`config.mk`:
```
export PLATFORM = sky130hd
export DESIGN_NAME = muldiv_unit
export DESIGN_NICKNAME = d
export VERILOG_FILES = /design/src/rtl/muldiv_unit.sv
export SDC_FILE = /design/constraint.sdc
export NUM_CORES = 1
export LEC_CHECK = 0
export CAP_MARGIN = 10
export CORE_MARGIN = 3
export CORE_UTILIZATION = 49
export CTS_CLUSTER_DIAMETER = 60
export CTS_CLUSTER_SIZE = 28
export DETAILED_ROUTE_END_ITERATION = 10
export PLACE_DENSITY = 0.66
export REMOVE_ABC_BUFFERS = 1
export SETUP_SLACK_MARGIN = 0.15
export SLEW_MARGIN = 10
export SYNTH_ARGS = -nofsm -noshare
export SYNTH_HDL_FRONTEND = slang
export SYNTH_SLANG_ARGS = --single-unit
```
`constraint.sdc`:
```
create_clock -name clk -period 6.6 [get_ports clk]
set_clock_uncertainty 0.15 [all_clocks]
set_input_delay 0.99 -clock clk [delete_from_list [all_inputs] [get_ports clk]]
set_output_delay 0.99 -clock clk [all_outputs]
set_load 0.01 [all_outputs]
```
`src/rtl/muldiv_unit.sv`:
```
// muldiv_unit -- iterative RV32M multiply/divide execution unit.
//
// Operands are taken as magnitudes plus sign flags when accepted. Multiply
// uses one shift-add step per cycle. Divide uses one restoring-division step
// per cycle. The signs are applied when the result is written back. The
// result leaves as a registered one-cycle write-back strobe that drives the
// register file write port directly.
//
// Ports:
//   clk, rst_n        clock (rising edge), asynchronous active-low reset
//   start             request, sampled only while idle
//   funct3            000 MUL, 001 MULH, 010 MULHSU, 011 MULHU,
//                     100 DIV, 101 DIVU, 110 REM, 111 REMU
//   rs1_val, rs2_val  operand A (dividend/multiplicand), operand B
//   rd_addr           destination register, frozen at accept
//   busy              high from the cycle after accept through write-back
//   wr_en             one-cycle write-back strobe
//   wr_addr, wr_data  destination and result; both hold after the strobe
//
// Optional build macro MULDIV_EARLY_OUT_EN: multiplies by zero,
// divide-by-zero and signed-overflow divides go straight from IDLE to DONE.
// Results are the same with and without it. Only the latency changes.

module muldiv_unit #(
  parameter int D_WIDTH       = 32,
  parameter int ADDRESS_WIDTH = 5
) (
  input  logic                     clk,
  input  logic                     rst_n,
  input  logic                     start,
  input  logic [2:0]               funct3,
  input  logic [D_WIDTH-1:0]       rs1_val,
  input  logic [D_WIDTH-1:0]       rs2_val,
  input  logic [ADDRESS_WIDTH-1:0] rd_addr,
  output logic                     busy,
  output logic                     wr_en,
  output logic [ADDRESS_WIDTH-1:0] wr_addr,
  output logic [D_WIDTH-1:0]       wr_data
);

  localparam int CW = (D_WIDTH > 1) ? $clog2(D_WIDTH) : 1;
  localparam logic [CW-1:0] LAST_ITER = CW'(D_WIDTH - 1);

  localparam logic [1:0] S_IDLE = 2'd0;
  localparam logic [1:0] S_CALC = 2'd1;
  localparam logic [1:0] S_DONE = 2'd2;

  logic [1:0]               state_q, state_d;
  logic [CW-1:0]            cnt_q, cnt_d;
  logic [2:0]               op_q, op_d;
  logic [ADDRESS_WIDTH-1:0] rd_q, rd_d;
  logic [D_WIDTH-1:0]       opnd_q, opnd_d;    // multiplicand or divisor magnitude
  logic [2*D_WIDTH-1:0]     acc_q, acc_d;      // {hi, lo} product or {remainder, quotient}
  logic                     neg_q, neg_d;      // negate product / quotient
  logic                     rneg_q, rneg_d;    // negate remainder (dividend sign)
  logic                     busy_q, busy_d;
  logic                     wr_en_q, wr_en_d;
  logic [ADDRESS_WIDTH-1:0] wr_addr_q, wr_addr_d;
  logic [D_WIDTH-1:0]       wr_data_q, wr_data_d;

  // Operand decode for the request being presented
  logic               a_signed, b_signed, a_neg, b_neg, is_mul_in, div_zero_in;
  logic [D_WIDTH-1:0] a_mag, b_mag;

  always_comb begin
    a_signed = 1'b0;
    b_signed = 1'b0;
    case (funct3)
      3'b000, 3'b001, 3'b100, 3'b110: begin
        a_signed = 1'b1;
        b_signed = 1'b1;
      end
      3'b010:  a_signed = 1'b1;
      default: ;
    endcase
  end

  assign a_neg       = a_signed & rs1_val[D_WIDTH-1];
  assign b_neg       = b_signed & rs2_val[D_WIDTH-1];
  assign a_mag       = a_neg ? -rs1_val : rs1_val;
  assign b_mag       = b_neg ? -rs2_val : rs2_val;
  assign is_mul_in   = ~funct3[2];
  assign div_zero_in = (rs2_val == '0);

`ifdef MULDIV_EARLY_OUT_EN
  logic mul_zero_in, ovf_in;
  assign mul_zero_in = is_mul_in & ((rs1_val == '0) | div_zero_in);
  // Only DIV/REM have both operands signed among the divide ops.
  assign ovf_in = ~is_mul_in & a_signed & b_signed &
                  (rs1_val == {1'b1, {(D_WIDTH-1){1'b0}}}) & (rs2_val == '1);
`endif

  logic [D_WIDTH:0]     mul_sum, div_diff;
  logic [2*D_WIDTH-1:0] prod;
  logic [D_WIDTH-1:0]   quo, rem, result;

  always_comb begin
    state_d   = state_q;
    cnt_d     = cnt_q;
    op_d      = op_q;
    rd_d      = rd_q;
    opnd_d    = opnd_q;
    acc_d     = acc_q;
    neg_d     = neg_q;
    rneg_d    = rneg_q;
    wr_addr_d = wr_addr_q;
    wr_data_d = wr_data_q;

    // Shift-add: add the multiplicand into the high half when the current
    // multiplier bit (acc lsb) is set, then shift everything right by one.
    mul_sum  = {1'b0, acc_q[2*D_WIDTH-1:D_WIDTH]} + (acc_q[0] ? {1'b0, opnd_q} : '0);
    // Restoring step: trial-subtract the divisor from the left-shifted
    // partial remainder. That remainder needs one extra bit.
    div_diff = acc_q[2*D_WIDTH-1:D_WIDTH-1] - {1'b0, opnd_q};

    case (state_q)
      S_IDLE: begin
        if (start) begin
          op_d   = funct3;
          rd_d   = rd_addr;
          rneg_d = a_neg;
          // A zero divisor must give an all-ones quotient whatever the signs.
          neg_d  = (a_neg ^ b_neg) & (is_mul_in | ~div_zero_in);
          cnt_d  = '0;
          state_d = S_CALC;
          if (is_mul_in) begin
            opnd_d = a_mag;
            acc_d  = {{D_WIDTH{1'b0}}, b_mag};
          end else begin
            opnd_d = b_mag;
            acc_d  = {{D_WIDTH{1'b0}}, a_mag};
          end
`ifdef MULDIV_EARLY_OUT_EN
          // Preload the accumulator with the state the full iteration
          // would reach, so that write-back is shared with the normal path.
          if (mul_zero_in) begin
            acc_d   = '0;
            state_d = S_DONE;
          end else if (!is_mul_in && div_zero_in) begin
            acc_d   = {a_mag, {D_WIDTH{1'b1}}};
            state_d = S_DONE;
          end else if (ovf_in) begin
            // Quotient magnitude equals the dividend magnitude. The remainder is 0.
            state_d = S_DONE;
          end
`endif
        end
      end
      S_CALC: begin
        if (op_q[2]) begin
          if (!div_diff[D_WIDTH])
            acc_d = {div_diff[D_WIDTH-1:0], acc_q[D_WIDTH-2:0], 1'b1};
          else
            acc_d = {acc_q[2*D_WIDTH-2:0], 1'b0};
        end else begin
          acc_d = {mul_sum, acc_q[D_WIDTH-1:1]};
        end
        cnt_d = cnt_q + 1'b1;
        if (cnt_q == LAST_ITER) begin
          cnt_d   = '0;
          state_d = S_DONE;
        end
      end
      S_DONE:  state_d = S_IDLE;
      default: state_d = S_IDLE;
    endcase

    // The result is formed from next-state values, so it is registered on
    // the same edge that enters DONE.
    prod = neg_d  ? -acc_d : acc_d;
    quo  = neg_d  ? -acc_d[D_WIDTH-1:0] : acc_d[D_WIDTH-1:0];
    rem  = rneg_d ? -acc_d[2*D_WIDTH-1:D_WIDTH] : acc_d[2*D_WIDTH-1:D_WIDTH];
    case (op_d)
      3'b000:                 result = prod[D_WIDTH-1:0];
      3'b001, 3'b010, 3'b011: result = prod[2*D_WIDTH-1:D_WIDTH];
      3'b100, 3'b101:         result = quo;
      default:                result = rem;
    endcase

    if (state_d == S_DONE) begin
      wr_addr_d = rd_d;
      wr_data_d = result;
    end
    wr_en_d = (state_d == S_DONE);
    busy_d  = (state_d != S_IDLE);
  end

  always_ff @(posedge clk or negedge rst_n) begin
    if (!rst_n) begin
      state_q   <= S_IDLE;
      cnt_q     <= '0;
      op_q      <= '0;
      rd_q      <= '0;
      opnd_q    <= '0;
      acc_q     <= '0;
      neg_q     <= 1'b0;
      rneg_q    <= 1'b0;
      busy_q    <= 1'b0;
      wr_en_q   <= 1'b0;
      wr_addr_q <= '0;
      wr_data_q <= '0;
    end else begin
      state_q   <= state_d;
      cnt_q     <= cnt_d;
      op_q      <= op_d;
      rd_q      <= rd_d;
      opnd_q    <= opnd_d;
      acc_q     <= acc_d;
      neg_q     <= neg_d;
      rneg_q    <= rneg_d;
      busy_q    <= busy_d;
      wr_en_q   <= wr_en_d;
      wr_addr_q <= wr_addr_d;
      wr_data_q <= wr_data_d;
    end
  end

  assign busy    = busy_q;
  assign wr_en   = wr_en_q;
  assign wr_addr = wr_addr_q;
  assign wr_data = wr_data_q;

endmodule
```
=== Word-level counts from Yosys, hierarchy flattened ===
Index checks and enable logic that the tools add are counted.

* Bits in latches: 0
* Memory bits (read-only): 0
* Word-level logic and storage cells: 81
* Input port bits: 75
* Register bits after elaboration: 152
* Memories: 0
* RAM bits: 0

* Div/mod/pow operators: 0
* Add/sub/neg operators: 8
* Multipliers: 0
* Order comparisons: 0
* Reductions and logical operators: 12
* Bitwise gates (word level): 7
* Equality and inequality tests: 13
* Multiplexer cells: 29
* Shift-type cells: 0

{| class="wikitable"
|+ Operators by type and width
! operator !! count
|-
| $mux W64 || 4
|-
| $mux W32 || 7
|-
| $neg A32 Y32 || 4
|-
| $pmux W64 S2 || 1
|-
| $pmux W32 S3 || 1
|-
| $neg A64 Y64 || 1
|-
| $add A32 B32 Y33 || 1
|-
| $sub A33 B32 Y33 || 1
|-
| $logic_not A32 Y1 || 1
|-
| $mux W5 || 4
|-
| $eq A3 B3 Y1 const B || 4
|-
| $pmux W5 S2 || 1
|-
| $eq A3 B2 Y1 const B || 3
|-
| $eq A3 B1 Y1 const B || 2
|-
| $logic_not A3 Y1 || 2
|-
| $mux W1 || 6
|-
| $mux W3 || 2
|-
| $add A5 B1 Y5 const B || 1
|-
| $eq A5 B5 Y1 const B || 1
|-
| $reduce_or A5 Y1 || 1
|-
| $mux W2 || 2
|-
| $pmux W2 S2 || 1
|-
| $reduce_and A2 Y1 || 2
|-
| $reduce_bool A2 Y1 || 2
|-
| other kinds (11) || 14
|}

=== Longest topological paths before layout ===
* Depth after elaboration: 11
* Depth in mapped cells: 22
* Depth with buffers taken out: 20

=== Worst setup path before layout ===
Ideal clock, no wire load.

* Path type: in2reg
* Start: in funct3[2]
* End: reg wr_data_q[28] (netlist: wr_data[28])
* Stages: 22
* Slack: 1.266 ns
* Data arrival time: 5.058 ns
* Path buffers: 5
* Data required time: 6.325 ns
* Cell sequence: clkbuf_1 -> clkbuf_1 -> buf_1 -> clkbuf_1 -> mux2i_1 -> a211oi_1 -> a31oi_1 -> nor2_1 -> a21oi_1 -> o31ai_1 -> inv_1 -> ha_1 -> and2_1 -> nand4_1 -> or4_1 -> clkbuf_1 -> o41a_1 -> and2_1 -> a221oi_1 -> o21ai_0 -> o22ai_1 -> a21oi_1

* Longest elaborated chain between the ends: 11
* Elaborated cells on any way between the ends: 40
* Those cells by class: add/sub: 2; eq/ne: 9; mux: 17; bitwise: 6; reduce/logical: 6

{| class="wikitable"
|+ Ends and longest elaborated chain
! what !! RTL line !! source
|-
| start: declaration || 31 || <nowiki>input logic [2:0] funct3,</nowiki>
|-
| $eq A3 B1 Y1 (tied with other cells) || 68 || <nowiki>case (funct3)</nowiki>
|-
| $reduce_or A5 Y1 (no line) / $reduce_or A4 Y1 (equally long branches) || -- ||
|-
| $mux W1 || 68 ||
|-
| $and A1 B1 Y1, on equally long branches || 78, 79 ||
|-
| $mux W32, on equally long branches || 80, 81 ||
|-
| $mux W32 * || 126 || <nowiki>if (is_mul_in) begin</nowiki>
|-
| $mux W64 * || 118 || <nowiki>if (start) begin</nowiki>
|-
| $pmux W64 S2 * || 116 || <nowiki>case (state_q)</nowiki>
|-
| named net acc_d[0] || 53 || <nowiki>logic [2*D_WIDTH-1:0] acc_q, acc_d;</nowiki>
|-
| $neg A64 Y64 / $neg A32 Y32 (equally long branches) || 170, 171 ||
|-
| $mux W64 / $mux W32 (equally long branches) || 170, 171 ||
|-
| $pmux W32 S3 * || 173 || <nowiki>case (op_d)</nowiki>
|-
| end signal: assignment || 214 || <nowiki>wr_data_q <= wr_data_d;</nowiki>
|-
| end: declaration || 59 || <nowiki>logic [D_WIDTH-1:0] wr_data_q, wr_data_d;</nowiki>
|}

Mark *: on every way through the listed nets, which the timed path passes. The rest lies on a longest branch.
A chain may end at the register's enable or synchronous reset.

=== Worst setup path after layout ===
* Start: reg opnd_q[23]
* End: reg wr_data_q[29] (netlist: wr_data[29])

* Longest elaborated chain between the ends: 7
* Elaborated cells on any way between the ends: 13
* Those cells by class: add/sub: 5; mux: 8

{| class="wikitable"
|+ Ends and longest elaborated chain
! what !! RTL line !! source
|-
| start: declaration || 52 || <nowiki>logic [D_WIDTH-1:0] opnd_q, opnd_d;</nowiki>
|-
| start signal: assignment || 207 || <nowiki>opnd_q <= opnd_d;</nowiki>
|-
| $sub A33 B32 Y33 * || 114 || <nowiki>div_diff = acc_q[2*D_WIDTH-1:D_WIDTH-1] - {1'b0, opnd_q};</nowiki>
|-
| $mux W64 * || 151 || <nowiki>if (!div_diff[D_WIDTH])</nowiki>
|-
| $mux W64 * || 150 || <nowiki>if (op_q[2]) begin</nowiki>
|-
| $pmux W64 S2 * || 116 ||
|-
| named net acc_d[51] || 53 ||
|-
| $neg A64 Y64 / $neg A32 Y32 (equally long branches) || 170, 172 ||
|-
| $mux W64 / $mux W32 (equally long branches) || 170, 172 ||
|-
| $pmux W32 S3 * || 173 ||
|}

Marked as above.

==> results by group <==
Yosys
  – Commonest cells in the netlist: 236 x nand2_1, 182 x a21oi_1, 179 x nor2_1, 171 x o21ai_0, 152 x dfrtp_1
  – Most frequent cell after synthesis: nand2_1
  – Cell taking the most area after synthesis: dfrtp_1
  – Cells after Synth: approximately 2.3k
  – Post-synth EDFFs: 0
  – Synth Flop Type: dfrtp_1
  – Yosys top cell area share: roughly 22%
  – Sequential share of the synthesized area: between 20 and 25%
  – Largest cells by area after synthesis: dfrtp_1 22%, a21oi_1 5.3%, nand2_1 5.2%, ha_1 5.1%, o21ai_0 5.0%
  – Seq cells post-synth: roughly 150
  – Synth unique cells: between 100 and 150
  – Mapped cell area: around 17000 um^2
  – Synth warn: 0
  – Avg Inst Size Synth: around 7.5 um^2
  – FFs w/ async S/R, synth: 100%

Global route
  – First-pass GRT wire length: between 100000 and 150000 um
  – GRT Util Overall: between 40% and 50%
  – Vias in the first global route: about 19k
  – Grt ovf: 0
  – Initial antenna violation count: 4
  – Largest net degree at the start of global routing: 56

Floorplanning
  – Die span in x: just under 200 um
  – Row count: 67
  – Die area: 37200 um^2
  – Effective utilization at floorplan: approximately half
  – Core area: 34000 um^2
  – Die Y-Extent: between 150 and 200 um
  – Top Ports: approximately 110

STA
  – Setup TNS: 0 ns
  – Hold Vio Cnt, Final: 0
  – RSZ-0062 raised after global routing: no
  – Final Cycle Share: around 94%
  – Final Setup Violations: 0
  – Hold slack: ~0.32 ns
  – Worst slew pin tran: between 1 and 1.5 ns
  – Relative slew slack: roughly a quarter
  – Final worst slack: approximately 0.37 ns
  – Tmin final: about 6.2 ns
  – Max Slew Vio Count: 0
  – FMAX: 160 MHz

Worst setup path
  – Worst Path Arrival: roughly 6.4 ns
  – Worst Path Required: around 6.8 ns
  – Crit path max fanout: 12
  – Critical Path Sink: wr_data[29]$_DFFE_PN0P_
  – R2r startpoint: opnd_q[23]$_DFFE_PN0P_
  – Reg2reg path depth: 17
  – Reg2reg setup slack: 0.37 ns
  – Reg2Reg Capture Point: wr_data[29]$_DFFE_PN0P_
  – Crit end category: flop
  – Crit start category: flop
  – Worst Setup SP: opnd_q[23]$_DFFE_PN0P_
  – Crit Path Class: flop to flop

Detailed routing
  – Post-DRT Antenna Nets: 0
  – Final wirelength: between 70000 and 80000 um
  – Number of remaining DRC errors: 0
  – Vias/cell: 6.94
  – WL met2: 34500 um
  – WL met3: between 9000 and 10000 um
  – Metal1 wirelength: about 30000 um
  – First drt pass iteration count: 6
  – Vias after detailed routing: roughly 20k
  – DR top layer: met5
  – Initial DRC count: ~2.5k
  – Avg WL per Cell: approximately 27 um

Clock network
  – CTS tree: built
  – Clock root cell: clkbuf_16
  – CTS HTree Levels: 4
  – Post-CTS Setup Inserts: 0
  – Bufs on Longest Clock Path: 2
  – Post_cts resized: 0
  – Clock sinks: around 150
  – Worst-Skew Late Latency: around 0.47 ns
  – Hold-fix buffer count after cts: 0
  – Number of CTS-inserted buffers: 17
  – Clock Pin Slew Worst Setup and Hold Paths: ~0.08 ns

Place
  – Placed Cells: between 2k and 3k
  – Dpl hpwl: between 60000 and 70000 um
  – Final Wtd Congestion: around 1.1
  – Port bufs: 113
  – Dpl ws: slightly below 0.4 ns

Worst hold path
  – Hold Crit Class: flop to flop

Layout
  – Layout overhead on the synthesized area: 16.6%
  – Nets: about 2.6k
  – Fin cells: around 2.9k
  – Layout cells sized above 1: a little under an eighth
  – Fill cell count: approximately 3.2k

Job
  – Max_cap viols: 0

Status
  – Outcome: complete, no violations
[cells in the final DEF, fill, tap and decap left out, types with 30 or more instances in the layout]
cell | netlist | routed
nand2_1 | 236 | 236
o21ai_0 | 171 | 170
a21o_1 | 30 | 30
nor3_1 | 52 | 52
or3_1 | 41 | 41
nor2_1 | 179 | 178
nand3_1 | 59 | 59
o211ai_1 | 38 | 38
clkdlybuf4s50_1 | 0 | 111
xnor2_1 | 88 | 88
mux2i_1 | 54 | 54
a31oi_1 | 58 | 58
xor2_1 | 35 | 35
dfrtp_1 | 152 | 151
and2_1 | 46 | 46
ha_1 | 70 | 70
a21oi_1 | 182 | 182
buf_4 | 1 | 156
inv_1 | 102 | 102
[sequential cells by signal (all words and copies together), names as in the netlist]
name / count
acc_q: 64
opnd_q: 32
wr_data: 32
cnt_q: 5
rd_q: 5
wr_addr: 5
op_q: 3
state_q: 2
busy: 1
neg_q: 1
rneg_q: 1
wr_en: 1
[stage by stage]
stage	utilization [%]	area (um^2)
6_report	58.7	19900
2_1_floorplan	-	16400
5_1_grt	58.7	19900
3_5_place_dp	56.9	19300
3_3_place_gp	56.9	19300
4_1_cts	58.7	19900
[routing by layer]
metal / global-route usage [%] / vias up
li1: - / 8806
met1: 52.1 / 9521
met2: 65.2 / 1357
met3: 10.8 / 319
met4: 23.7 / 2
met5: 0 / -
[worst min-delay path by stage]
stage                                    to  slack, ns  depth (start not counted)         startpoint
after detailed placement  rd_q[1]$_DFF_PN0_       0.31                          2  rd_q[1]$_DFF_PN0_
after global placement    rd_q[1]$_DFF_PN0_       0.30                          2  rd_q[1]$_DFF_PN0_
final                     rd_q[1]$_DFF_PN0_       0.32                          2  rd_q[1]$_DFF_PN0_
after floorplan           rd_q[0]$_DFF_PN0_       0.29                          2  rd_q[0]$_DFF_PN0_
after global routing      rd_q[0]$_DFF_PN0_       0.36                          2  rd_q[0]$_DFF_PN0_
after CTS                 rd_q[1]$_DFF_PN0_       0.32                          2  rd_q[1]$_DFF_PN0_
[layout make-up]
class | instances | area (um^2) | area share (%)
Antenna cell | 1 | 2.50 | 0.0126
Clock buffer | 17 | 425 | 2.13
Clock inverter | 15 | 201 | 1.01
Inverter | 106 | 398 | 2.00
Multi-Input combinational cell | 1875 | 12200 | 61.4
Sequential cell | 152 | 3800 | 19.1
Tap cell | 448 | 561 | 2.81
Timing Repair Buffer | 269 | 2300 | 11.5
[kinds of logic after synthesis]
| group | Yosys count | synth area share [%] |
|---|---|---|
| buffers and inverters | 250 | 6.28 |
| and+or+nand+nor | 827 | 24.9 |
| AOI/OAI and AO/OA | 777 | 30.3 |
| DFF | 152 | 22.2 |
| xor gates and xnor gates | 124 | 6.39 |
| adders and majority gates | 72 | 5.36 |
| muxes | 75 | 4.54 |
[worst max-delay path: stages (launching register included)]
cell and delay [ns]:
dfrtp_1 0.36, inv_1 0.08, ha_1 0.42, a21oi_1 0.29, o21ai_0 0.38, a211oi_1 0.55, o31a_1 0.36, a21oi_1 0.28
buf_4 0.29, a2111oi_0 0.45, a211oi_1 0.13, nor3_1 0.61, nand3_1 0.38, buf_4 0.25, or3_2 0.51, o21ai_0 0.23
mux2i_1 0.23, a41oi_1 0.14
Power is not shown: default switching activity piles up to over one toggle a cycle in this logic, so the estimate is an artifact.
